--- config.mk ---
export PLATFORM = sky130hd
export DESIGN_NAME = alu_decode_stage
export DESIGN_NICKNAME = d
export VERILOG_FILES = /design/src/rtl/alu_decode_stage_pkg.sv /design/src/rtl/alu_op_decoder.sv /design/src/rtl/alu_decode_stage.sv
export SDC_FILE = /design/constraint.sdc
export NUM_CORES = 1
export LEC_CHECK = 0
export BUFFER_PORTS_ARGS = -buffer_cell sky130_fd_sc_hd__buf_4
export CAP_MARGIN = 20
export CORE_ASPECT_RATIO = 0.7
export CORE_MARGIN = 3
export CORE_UTILIZATION = 43
export CTS_BUF_LIST = sky130_fd_sc_hd__clkbuf_8
export CTS_CLUSTER_DIAMETER = 40
export DETAILED_ROUTE_END_ITERATION = 8
export PLACE_DENSITY = 0.9
export SYNTH_ARGS = -nofsm -noshare
export SYNTH_HDL_FRONTEND = slang
export SYNTH_SLANG_ARGS = --single-unit
--- constraint.sdc ---
create_clock -name clk -period 1.6 [get_ports clk]
set_input_delay 0.08 -clock clk [delete_from_list [all_inputs] [get_ports clk]]
set_output_delay 0.08 -clock clk [all_outputs]
set_load 0.02 [all_outputs]
--- src/rtl/alu_decode_stage_pkg.sv ---
// ============================================================================
// Module   : alu_decode_stage_pkg
// Brief    : RV32I opcode/funct constants and ALU one-hot control bit indices,
//            shared by the decode stage and the ALU.
// Revision : 1.0
// ============================================================================
`default_nettype none

package alu_decode_stage_pkg;

    localparam logic [6:0] c_opc_op     = 7'b0110011;
    localparam logic [6:0] c_opc_op_imm = 7'b0010011;
    localparam logic [6:0] c_opc_lui    = 7'b0110111;
    localparam logic [6:0] c_opc_auipc  = 7'b0010111;

    localparam logic [2:0] c_f3_add_sub = 3'b000;
    localparam logic [2:0] c_f3_sll     = 3'b001;
    localparam logic [2:0] c_f3_slt     = 3'b010;
    localparam logic [2:0] c_f3_sltu    = 3'b011;
    localparam logic [2:0] c_f3_xor     = 3'b100;
    localparam logic [2:0] c_f3_srl_sra = 3'b101;
    localparam logic [2:0] c_f3_or      = 3'b110;
    localparam logic [2:0] c_f3_and     = 3'b111;

    localparam logic [6:0] c_f7_base = 7'b0000000;
    localparam logic [6:0] c_f7_alt  = 7'b0100000;

    // Bit positions inside the one-hot ALU control word
    localparam int c_alu_add  = 0;
    localparam int c_alu_sub  = 1;
    localparam int c_alu_slt  = 2;
    localparam int c_alu_sltu = 3;
    localparam int c_alu_and  = 4;
    localparam int c_alu_or   = 5;
    localparam int c_alu_xor  = 6;
    localparam int c_alu_sll  = 7;
    localparam int c_alu_srl  = 8;
    localparam int c_alu_sra  = 9;
    localparam int c_alu_lui  = 10;
    localparam int c_alu_op_w = 11;

    typedef logic [c_alu_op_w-1:0] alu_op_t;

    typedef enum logic [1:0] {
        SRC1_RS1  = 2'd0,
        SRC1_PC   = 2'd1,
        SRC1_ZERO = 2'd2
    } src1_sel_e;

    typedef enum logic {
        SRC2_RS2 = 1'b0,
        SRC2_IMM = 1'b1
    } src2_sel_e;

    function automatic alu_op_t alu_onehot(input int unsigned idx);
        alu_op_t v;
        v      = '0;
        v[idx] = 1'b1;
        return v;
    endfunction

endpackage

`default_nettype wire

--- src/rtl/alu_op_decoder.sv ---
// ============================================================================
// Module   : alu_op_decoder
// Brief    : Combinational RV32I ALU-class decoder: one-hot op, operand
//            selects, immediate, register fields and illegal flag.
// Revision : 1.0
// ============================================================================
`default_nettype none

module alu_op_decoder
    import alu_decode_stage_pkg::*;
(
    input  logic [31:0] inst,
    output alu_op_t     alu_op,
    output src1_sel_e   src1_sel,
    output src2_sel_e   src2_sel,
    output logic [31:0] imm,
    output logic        illegal,
    output logic        rf_we,
    output logic [4:0]  rs1,
    output logic [4:0]  rs2,
    output logic [4:0]  rd
);

    logic [6:0] w_opcode;
    logic [2:0] w_f3;
    logic [6:0] w_f7;
    alu_op_t    w_op;
    logic       w_illegal;

    assign w_opcode = inst[6:0];
    assign w_f3     = inst[14:12];
    assign w_f7     = inst[31:25];
    assign rs1      = inst[19:15];
    assign rs2      = inst[24:20];
    assign rd       = inst[11:7];

    always_comb begin
        w_op      = '0;
        w_illegal = 1'b0;
        src1_sel  = SRC1_RS1;
        src2_sel  = SRC2_RS2;
        imm       = {{20{inst[31]}}, inst[31:20]};
        case (w_opcode)
            c_opc_op: begin
                if (w_f7 == c_f7_base) begin
                    case (w_f3)
                        c_f3_add_sub: w_op = alu_onehot(c_alu_add);
                        c_f3_sll:     w_op = alu_onehot(c_alu_sll);
                        c_f3_slt:     w_op = alu_onehot(c_alu_slt);
                        c_f3_sltu:    w_op = alu_onehot(c_alu_sltu);
                        c_f3_xor:     w_op = alu_onehot(c_alu_xor);
                        c_f3_srl_sra: w_op = alu_onehot(c_alu_srl);
                        c_f3_or:      w_op = alu_onehot(c_alu_or);
                        default:      w_op = alu_onehot(c_alu_and);
                    endcase
                end else if (w_f7 == c_f7_alt && w_f3 == c_f3_add_sub) begin
                    w_op = alu_onehot(c_alu_sub);
                end else if (w_f7 == c_f7_alt && w_f3 == c_f3_srl_sra) begin
                    w_op = alu_onehot(c_alu_sra);
                end else begin
                    w_illegal = 1'b1;
                end
            end
            c_opc_op_imm: begin
                src2_sel = SRC2_IMM;
                case (w_f3)
                    c_f3_add_sub: w_op = alu_onehot(c_alu_add);
                    c_f3_slt:     w_op = alu_onehot(c_alu_slt);
                    c_f3_sltu:    w_op = alu_onehot(c_alu_sltu);
                    c_f3_xor:     w_op = alu_onehot(c_alu_xor);
                    c_f3_or:      w_op = alu_onehot(c_alu_or);
                    c_f3_and:     w_op = alu_onehot(c_alu_and);
                    c_f3_sll: begin
                        imm = {27'b0, inst[24:20]};
                        if (w_f7 == c_f7_base) w_op = alu_onehot(c_alu_sll);
                        else                   w_illegal = 1'b1;
                    end
                    default: begin
                        imm = {27'b0, inst[24:20]};
                        if (w_f7 == c_f7_base)     w_op = alu_onehot(c_alu_srl);
                        else if (w_f7 == c_f7_alt) w_op = alu_onehot(c_alu_sra);
                        else                       w_illegal = 1'b1;
                    end
                endcase
            end
            c_opc_lui: begin
                w_op     = alu_onehot(c_alu_lui);
                src1_sel = SRC1_ZERO;
                src2_sel = SRC2_IMM;
                imm      = {inst[31:12], 12'b0};
            end
            c_opc_auipc: begin
                w_op     = alu_onehot(c_alu_add);
                src1_sel = SRC1_PC;
                src2_sel = SRC2_IMM;
                imm      = {inst[31:12], 12'b0};
            end
            default: w_illegal = 1'b1;
        endcase
    end

    // Illegal encodings never carry an op, so the one-hot word is all-zero
    assign alu_op  = w_illegal ? '0 : w_op;
    assign illegal = w_illegal;
    assign rf_we   = ~w_illegal & (inst[11:7] != 5'd0);

endmodule

`default_nettype wire

--- src/rtl/alu_decode_stage.sv ---
// ============================================================================
// Module   : alu_decode_stage
// Brief    : RV32I ALU decode stage: register-file read, operand selection and
//            a single valid/ready pipeline register toward execute.
// Revision : 1.0
// ============================================================================
`default_nettype none

module alu_decode_stage
    import alu_decode_stage_pkg::*;
#(
    parameter int XLEN     = 32,
    parameter int ALU_OP_W = 11
) (
    input  logic                clk,
    input  logic                resetn,
    input  logic                in_valid,
    output logic                in_ready,
    input  logic [31:0]         in_inst,
    input  logic [XLEN-1:0]     in_pc,
    output logic [4:0]          rf_raddr1,
    output logic [4:0]          rf_raddr2,
    input  logic [XLEN-1:0]     rf_rdata1,
    input  logic [XLEN-1:0]     rf_rdata2,
    input  logic                flush,
    output logic                out_valid,
    input  logic                out_ready,
    output logic [ALU_OP_W-1:0] out_alu_op,
    output logic [XLEN-1:0]     out_alu_src1,
    output logic [XLEN-1:0]     out_alu_src2,
    output logic [4:0]          out_rd,
    output logic                out_rf_we,
    output logic [XLEN-1:0]     out_pc,
    output logic                out_illegal
);

    alu_op_t        w_alu_op;
    src1_sel_e      w_src1_sel;
    src2_sel_e      w_src2_sel;
    logic [31:0]    w_imm;
    logic           w_illegal;
    logic           w_rf_we;
    logic [4:0]     w_rd;
    logic [XLEN-1:0] w_src1;
    logic [XLEN-1:0] w_src2;
    logic           w_accept;

    logic                r_valid;
    logic [ALU_OP_W-1:0] r_alu_op;
    logic [XLEN-1:0]     r_src1;
    logic [XLEN-1:0]     r_src2;
    logic [4:0]          r_rd;
    logic                r_rf_we;
    logic [XLEN-1:0]     r_pc;
    logic                r_illegal;

    alu_op_decoder u_dec (
        .inst     (in_inst),
        .alu_op   (w_alu_op),
        .src1_sel (w_src1_sel),
        .src2_sel (w_src2_sel),
        .imm      (w_imm),
        .illegal  (w_illegal),
        .rf_we    (w_rf_we),
        .rs1      (rf_raddr1),
        .rs2      (rf_raddr2),
        .rd       (w_rd)
    );

    always_comb begin
        w_src1 = '0;
        case (w_src1_sel)
            SRC1_RS1: w_src1 = rf_rdata1;
            SRC1_PC:  w_src1 = in_pc;
            default:  w_src1 = '0;
        endcase
    end

    assign w_src2   = (w_src2_sel == SRC2_IMM) ? w_imm : rf_rdata2;
    assign in_ready = ~r_valid | out_ready;
    assign w_accept = in_valid & in_ready;

    always_ff @(posedge clk or negedge resetn) begin
        if (!resetn) begin
            r_valid   <= 1'b0;
            r_alu_op  <= '0;
            r_src1    <= '0;
            r_src2    <= '0;
            r_rd      <= '0;
            r_rf_we   <= 1'b0;
            r_pc      <= '0;
            r_illegal <= 1'b0;
        end else begin
            // Flush beats a simultaneous accept
            if (flush)          r_valid <= 1'b0;
            else if (w_accept)  r_valid <= 1'b1;
            else if (out_ready) r_valid <= 1'b0;

            if (w_accept && !flush) begin
                r_alu_op  <= w_alu_op;
                r_src1    <= w_src1;
                r_src2    <= w_src2;
                r_rd      <= w_rd;
                r_rf_we   <= w_rf_we;
                r_pc      <= in_pc;
                r_illegal <= w_illegal;
            end
        end
    end

    assign out_valid    = r_valid;
    assign out_alu_op   = r_alu_op;
    assign out_alu_src1 = r_src1;
    assign out_alu_src2 = r_src2;
    assign out_rd       = r_rd;
    assign out_rf_we    = r_rf_we;
    assign out_pc       = r_pc;
    assign out_illegal  = r_illegal;

endmodule

`default_nettype wire

==> results of run 1 <==
## repair_timing
item | 4_1_cts | 5_1_grt
hold buffers | 113 | 0
gates resized for setup | 1 | 16
buffers inserted | 0 | 6
endpoints found under the hold margin | 217 | 0
gates cloned | 0 | 6
setup endpoints to repair | 2 | 56
pin swaps | 0 | 2
## metrics by stage
stage	instances	power, mW
after global placement	961	5.75
after CTS	1106	8.41
after floorplan	570	4.59
after detailed placement	961	5.83
final	1120	8.61
after global routing	1120	8.97
## sequential cells by signal, indices dropped and copies added (netlist names)
| name | count |
|---|---|
| out_rd | 5 |
| out_illegal | 1 |
| out_valid | 1 |
| out_pc | 32 |
| out_alu_src2 | 32 |
| out_alu_op | 11 |
| out_alu_src1 | 32 |
| out_rf_we | 1 |
## cells in the mapped netlist (2+ instances only)
| cell | count | area, um^2 |
|---|---|---|
| or4_1 | 2 | 15.0 |
| nor3_1 | 4 | 20.0 |
| nand3b_1 | 34 | 255 |
| or4_4 | 2 | 22.5 |
| a22o_1 | 3 | 26.3 |
| buf_1 | 3 | 11.3 |
| a21oi_1 | 23 | 115 |
| nor2b_1 | 3 | 18.8 |
| a22oi_1 | 20 | 150 |
| buf_4 | 10 | 75.1 |
| a221oi_1 | 11 | 96.3 |
| buf_2 | 3 | 15.0 |
| a31oi_1 | 32 | 200 |
| dfrtp_1 | 115 | 2880 |
| clkbuf_1 | 36 | 135 |
| nand3_1 | 4 | 20.0 |
| nor4_1 | 2 | 12.5 |
| o21ai_0 | 4 | 20.0 |
| inv_1 | 3 | 11.3 |
| nand2_1 | 154 | 578 |
| o31ai_1 | 2 | 15.0 |
| nor2_1 | 84 | 315 |
| a32o_1 | 2 | 20.0 |
## layout make-up
type	instances	area, um^2	share of cell area
Multi-Input combinational cell	400	2090	0.228
Tap cell	153	191	0.0209
Antenna cell	2	5.00	0.000547
Inverter	3	11.3	0.00123
Clock buffer	18	248	0.0271
Sequential cell	115	2880	0.314
Clock inverter	14	100	0.0109
Timing Repair Buffer	415	3630	0.397
## report_power, final
| part | switching, mW | leakage [nW] | total [mW] | internal (mW) |
|---|---|---|---|---|
| Combinational | 1.43 | 2.90 | 2.67 | 1.24 |
| Sequential | 0.254 | 1.35 | 3.55 | 3.30 |
| Clock | 1.16 | 0.185 | 2.38 | 1.23 |
| Total | 2.84 | 4.44 | 8.61 | 5.77 |
## routing by layer
layer | vias up | part of all wire | global-route usage
met5 | - | 0 | 0
met4 | 0 | 0.041 | 0.152
met3 | 88 | 0.097 | 0.0932
met2 | 443 | 0.50 | 0.524
met1 | 3036 | 0.36 | 0.353
li1 | 2704 | - | -
## kinds of logic (layout without fill, tap and decap cells)
logic type	after synthesis	count (layout)
AOI/OAI and AO/OA	103	103
other	0	2
buffers and inverters	55	450
DFF	115	115
and+or+nand+nor	297	297
## worst max-delay path: stages (launching register included)
cell       delay [ns]
dfrtp_1          0.39
nor2b_4          0.15
nor3b_4          0.28
buf_2            0.23
clkbuf_16        0.18
nor2_1           0.05
a21oi_1          0.21
## worst min path at each step
stage / from / to / slack, ns / depth (start not counted)
2_1_floorplan: resetn / out_alu_op[0] / -0.22 / 0
3_3_place_gp: resetn / out_alu_src1[29] / -0.07 / 1
3_5_place_dp: resetn / out_alu_src1[29] / -0.07 / 1
4_1_cts: rf_rdata2[27] / out_alu_src2[27] / 0.001 / 3
5_1_grt: rf_rdata2[27] / out_alu_src2[27] / 0.01 / 3
6_report: rf_rdata2[27] / out_alu_src2[27] / 0.03 / 3
==> metrics, run 1 <==
Synth Area in Adders=0; vias=about 6.3k; CTS tree=done; Buffers on Ports=258; fraction of layout instances using a drive strength above 1=0.358; HP Class=primary input to flip-flop; setup ws final=-0.00764 ns; worst slack, placed=-0.228 ns; Compound-Gate Fraction of Synth Area=0.134; Core Util, Final=0.808; GPL Wtd Cong=0.830; Leak=4.44 nW; die area=13300 um^2; Main synth FF type=dfrtp_1; Final Hold Fails=0; R2R cell count=6; Post-Syn Nets=around 700; Rows=32; Clk pin slew, worst setup/hold paths=around 0.07 ns; final period utilization=1.00; CTS HTree Levels=4; Syn Inst Count=570; crit path capture type=flip-flop; Initial DRC Count=516; max-slew violations=0; Final Skew=about 0.0063 ns; Seq/Total Area, Yosys=0.559; sum of negative setup slack=-0.00764 ns; main combinational cell family by area after synthesis=simple AND/OR/NAND/NOR gates; Clock Tree Root=clkbuf_8; CP max FO=10; critical path capture point=out_alu_src2[21]; # nets final=1085; starting density of the core=0.455; post-synthesis xor/xnor area fraction=0; Distinct cells, synth=37; initial antenna violation count=2; WS Path Type=flip-flop to flip-flop; Final setup viols=1; FILL cells=640; CP arrival=1.91 ns; number of buffers created by CTS=17; WP data required=between 1.5 and 2 ns; commonest non-fill, non-tap cell in the layout=buf_4; CTS sink count=between 100 and 150; DR vias/cell=5.60; violated checks=negative setup slack; die height=approximately 98 um; relative slew slack=0.613; post-synthesis mux area share=0; r2r setup slk=-0.008 ns; I/O pin count=259; reg2reg start=out_valid; synth-to-layout area growth=77.8%; Post-DP HPWL=12400 um; VDD IR-drop max=0.618 mV; worst r2r dst=out_alu_src2[21]; die width=137 um; yosys warns=0; total gr overflow=0; slew at the pin closest to its max-slew limit=0.573 ns; Synth Register Bits=115; CORE AREA=11300 um^2; most frequent cells in the layout=buf_4, nand2_1, dfrtp_1, dlygate4sd3_1, nor2_1; fmax=0.622 GHz; Async SR Flop Fraction=1.00; outcome=complete, but fails checks; GRT Resource Usage Total=0.309; router iterations before antenna repair=5; Mapped Area=just over 5000 um^2; Post-synth EDFFs=0; Max Cap Viol=0; Worst Setup Start Kind=flip-flop; worst hold slack=0.0287 ns; Avg WL per Cell=20.0 um; final WL=roughly 22000 um; Max Root-Sink Buffers=2; mean post-synth cell area=roughly 9 um^2; Post-Synth Simple-Gate Area=0.259; largest net degree at the start of global routing=55; Power per Cell Area=between 900 and 1000 nW/um^2; Post-DRT Antenna Nets=0; Final min period=approximately 1.6 ns; vias in the first global route=approximately 6.2k; clk_lat worst skew=about 0.41 ns; DP Area=7420 um^2; first-pass GRT wire length=32500 um; detailed-route DRC error count=0; crit path from=out_valid; final instance area=9160 um^2
(Power assumes the default switching activity.)
==> inputs of run 2 (changes only) <==
==> constraint.sdc (replaced) <==
create_clock -name clk -period 1.6 [get_ports clk]
set_input_delay 0.32 -clock clk [delete_from_list [all_inputs] [get_ports clk]]
set_output_delay 0.32 -clock clk [all_outputs]
set_load 0.02 [all_outputs]
==> run 2 against run 1 <==
Against the previous run:
- worst hold slack improved by 0.033 ns
- global-route usage decreased by 4.8 points
- clock-buffer cell count did not move
- first-iteration DRC count fell by 34%
- non-clock buffer count is 109 lower
- largest power group unchanged
- the run still ends with negative setup slack left
- via count decreased by 13%
- register-to-register slack better by 0.08 ns
==> metrics, run 2 (same netlist as run 1, synthesis figures left out) <==
Worst Setup Start Kind=primary input; RSZ-0062 raised after global routing=yes; fmax=0.608 GHz; part of the power in registers=0.401; max-slew violations=0; Leak=3.98 nW; switching part of the total=0.321; vias in the first global route=approximately 5.4k; most frequent cells in the layout=buf_4, nand2_1, dfrtp_1, nor2_1, nand3b_1; crit-path cells=buf_4 -> or4_4 -> or4_4 -> or4_4 -> o21ai_1; initial antenna violation count=0; Max Root-Sink Buffers=2; Clock Tree Root=clkbuf_8; Switch Pwr=2.82 mW; die height=97.6 um; die area=13300 um^2; Final Skew=about 0.014 ns; critical path's slowest cell=or4_4; Initial DRC Count=approximately 340; CORE AREA=11300 um^2; Rows=32; VDD IR-drop max=0.890 mV; CTS tree=done; GRT Resource Usage Total=0.261; slew at the pin closest to its max-slew limit=0.437 ns; most used cell, CP=or4_4; Pint=approximately 6.0 mW; clk_lat worst skew=0.44 ns; die width=137 um; synth-to-layout area growth=59.1%; Max Cap Viol=0; total gr overflow=0; detailed-route DRC error count=0; WP data required=1.94 ns; relative slew slack=0.704; Avg WL per Cell=around 18 um; outcome=complete, but fails checks; starting density of the core=0.455; Power per Cell Area=around 1100 nW/um^2; Post-DRT Antenna Nets=0; CP arrival=1.99 ns; # nets final=976; CP top delay family=simple AND/OR/NAND/NOR gates; sum of negative setup slack=-0.0460 ns; CP max FO=3; WP buf/inv=1; router iterations before antenna repair=5; CTS sink count=115; CP max stage delay=0.54 ns; worst hold slack=0.0617 ns; GPL Wtd Cong=0.880; clock network fraction of total power=0.329; Post-Place Cells=975; WS Path Type=primary input to flip-flop; Core Util, Final=0.723; Clk pin slew, worst setup/hold paths=0.07 ns; HP Class=primary input to flip-flop; final period utilization=1.03; Final min period=1.65 ns; CTS HTree Levels=4; I/O pin count=between 200 and 300; Non-Filler Instances=1009; Buffers on Ports=roughly 260; first-pass GRT wire length=27400 um; number of buffers created by CTS=17; n_diodes=0; violated checks=negative setup slack; commonest non-fill, non-tap cell in the layout=buf_4; crit path capture type=flip-flop; vias=5431; fraction of layout instances using a drive strength above 1=0.471; Combinational Power Share=0.270; Final setup viols=1; Post-DP HPWL=roughly 13000 um; Final Hold Fails=0; largest net degree at the start of global routing=65; DR vias/cell=between 5 and 6; final WL=around 18000 um; setup ws final=-0.0460 ns
==> run 2: cell count changes in the layout (fill, tap and decap cells not counted), sizes merged, moves of 2 or more <==
cell,previous run,this run
buf,297,304
diode,2,0
dlygate4sd3,113,1
bufinv,1,3
clkbuf,23,19
inv,7,5
==> run 2: layout make-up <==
type	instances	area [um^2]
clock buffer	18	248
clock inverter	14	179
fill	811	3140
inverter	3	11.3
multi-input combinational	400	2240
sequential	115	2880
tap	153	191
timing repair buffer	306	2450
==> run 2: path summary, 6_finish.rpt <==
| kind | to | start | cells after the start | slack, ns |
|---|---|---|---|---|
| worst min register to register | out_alu_op[10] | out_alu_op[10] | 2 | 0.47 |
| max in group asynchronous | out_alu_src1[21] | resetn | 3 | 0.64 |
| min in group asynchronous | out_alu_src2[13] | resetn | 2 | 0.34 |
| worst min-delay path | out_valid | flush | 2 | 0.06 |
| worst max-delay path | out_alu_op[8] | in_inst[25] | 5 | -0.05 |
| worst max register to register | out_alu_op[3] | out_valid | 5 | 0.07 |
==> run 2: per-stage QoR <==
stage	worst slack (ns)	total power, mW	instance area (um^2)
finish	-0.0460	8.78	8200
global route	-0.0319	9.19	8200
CTS	0.0159	8.82	8150
detailed placement	-0.429	5.93	7710
global placement	-0.414	5.86	7710
floorplan	-0.250	4.66	5480
==> run 2: timing repair <==
action,CTS,global route
hold endpoints to repair,22,0
buffers inserted,0,0
endpoints found under the setup margin,1,17
gates resized for setup,1,6
gates cloned,0,1
pin swaps,0,1
hold buffers,1,0
==> run 2: worst reg2reg max path, delay by kind of cell (launching register included) <==
kind | cells | cell delay (ns)
AO/OA/AOI/OAI | 1 | 0.18
buffers and inverters | 1 | 0.25
flip-flops | 1 | 0.39
AND/OR/NAND/NOR | 3 | 0.65
==> run 2: per-layer routing <==
metal	share of wire	global-route usage	vias to the layer above
li1	-	-	2481
met1	0.40	0.337	2653
met2	0.50	0.434	274
met3	0.080	0.0631	23
met4	0.019	0.0775	0
met5	0	0	-
==> run 2: power by group through the flow <==
stage | combinational, mW | clock [mW] | sequential, mW
2_1_floorplan | 0.620 | 0 | 4.04
3_3_place_gp | 2.30 | 0 | 3.56
3_5_place_dp | 2.35 | 0 | 3.57
4_1_cts | 2.36 | 2.93 | 3.52
5_1_grt | 2.53 | 3.09 | 3.57
6_report | 2.37 | 2.89 | 3.52
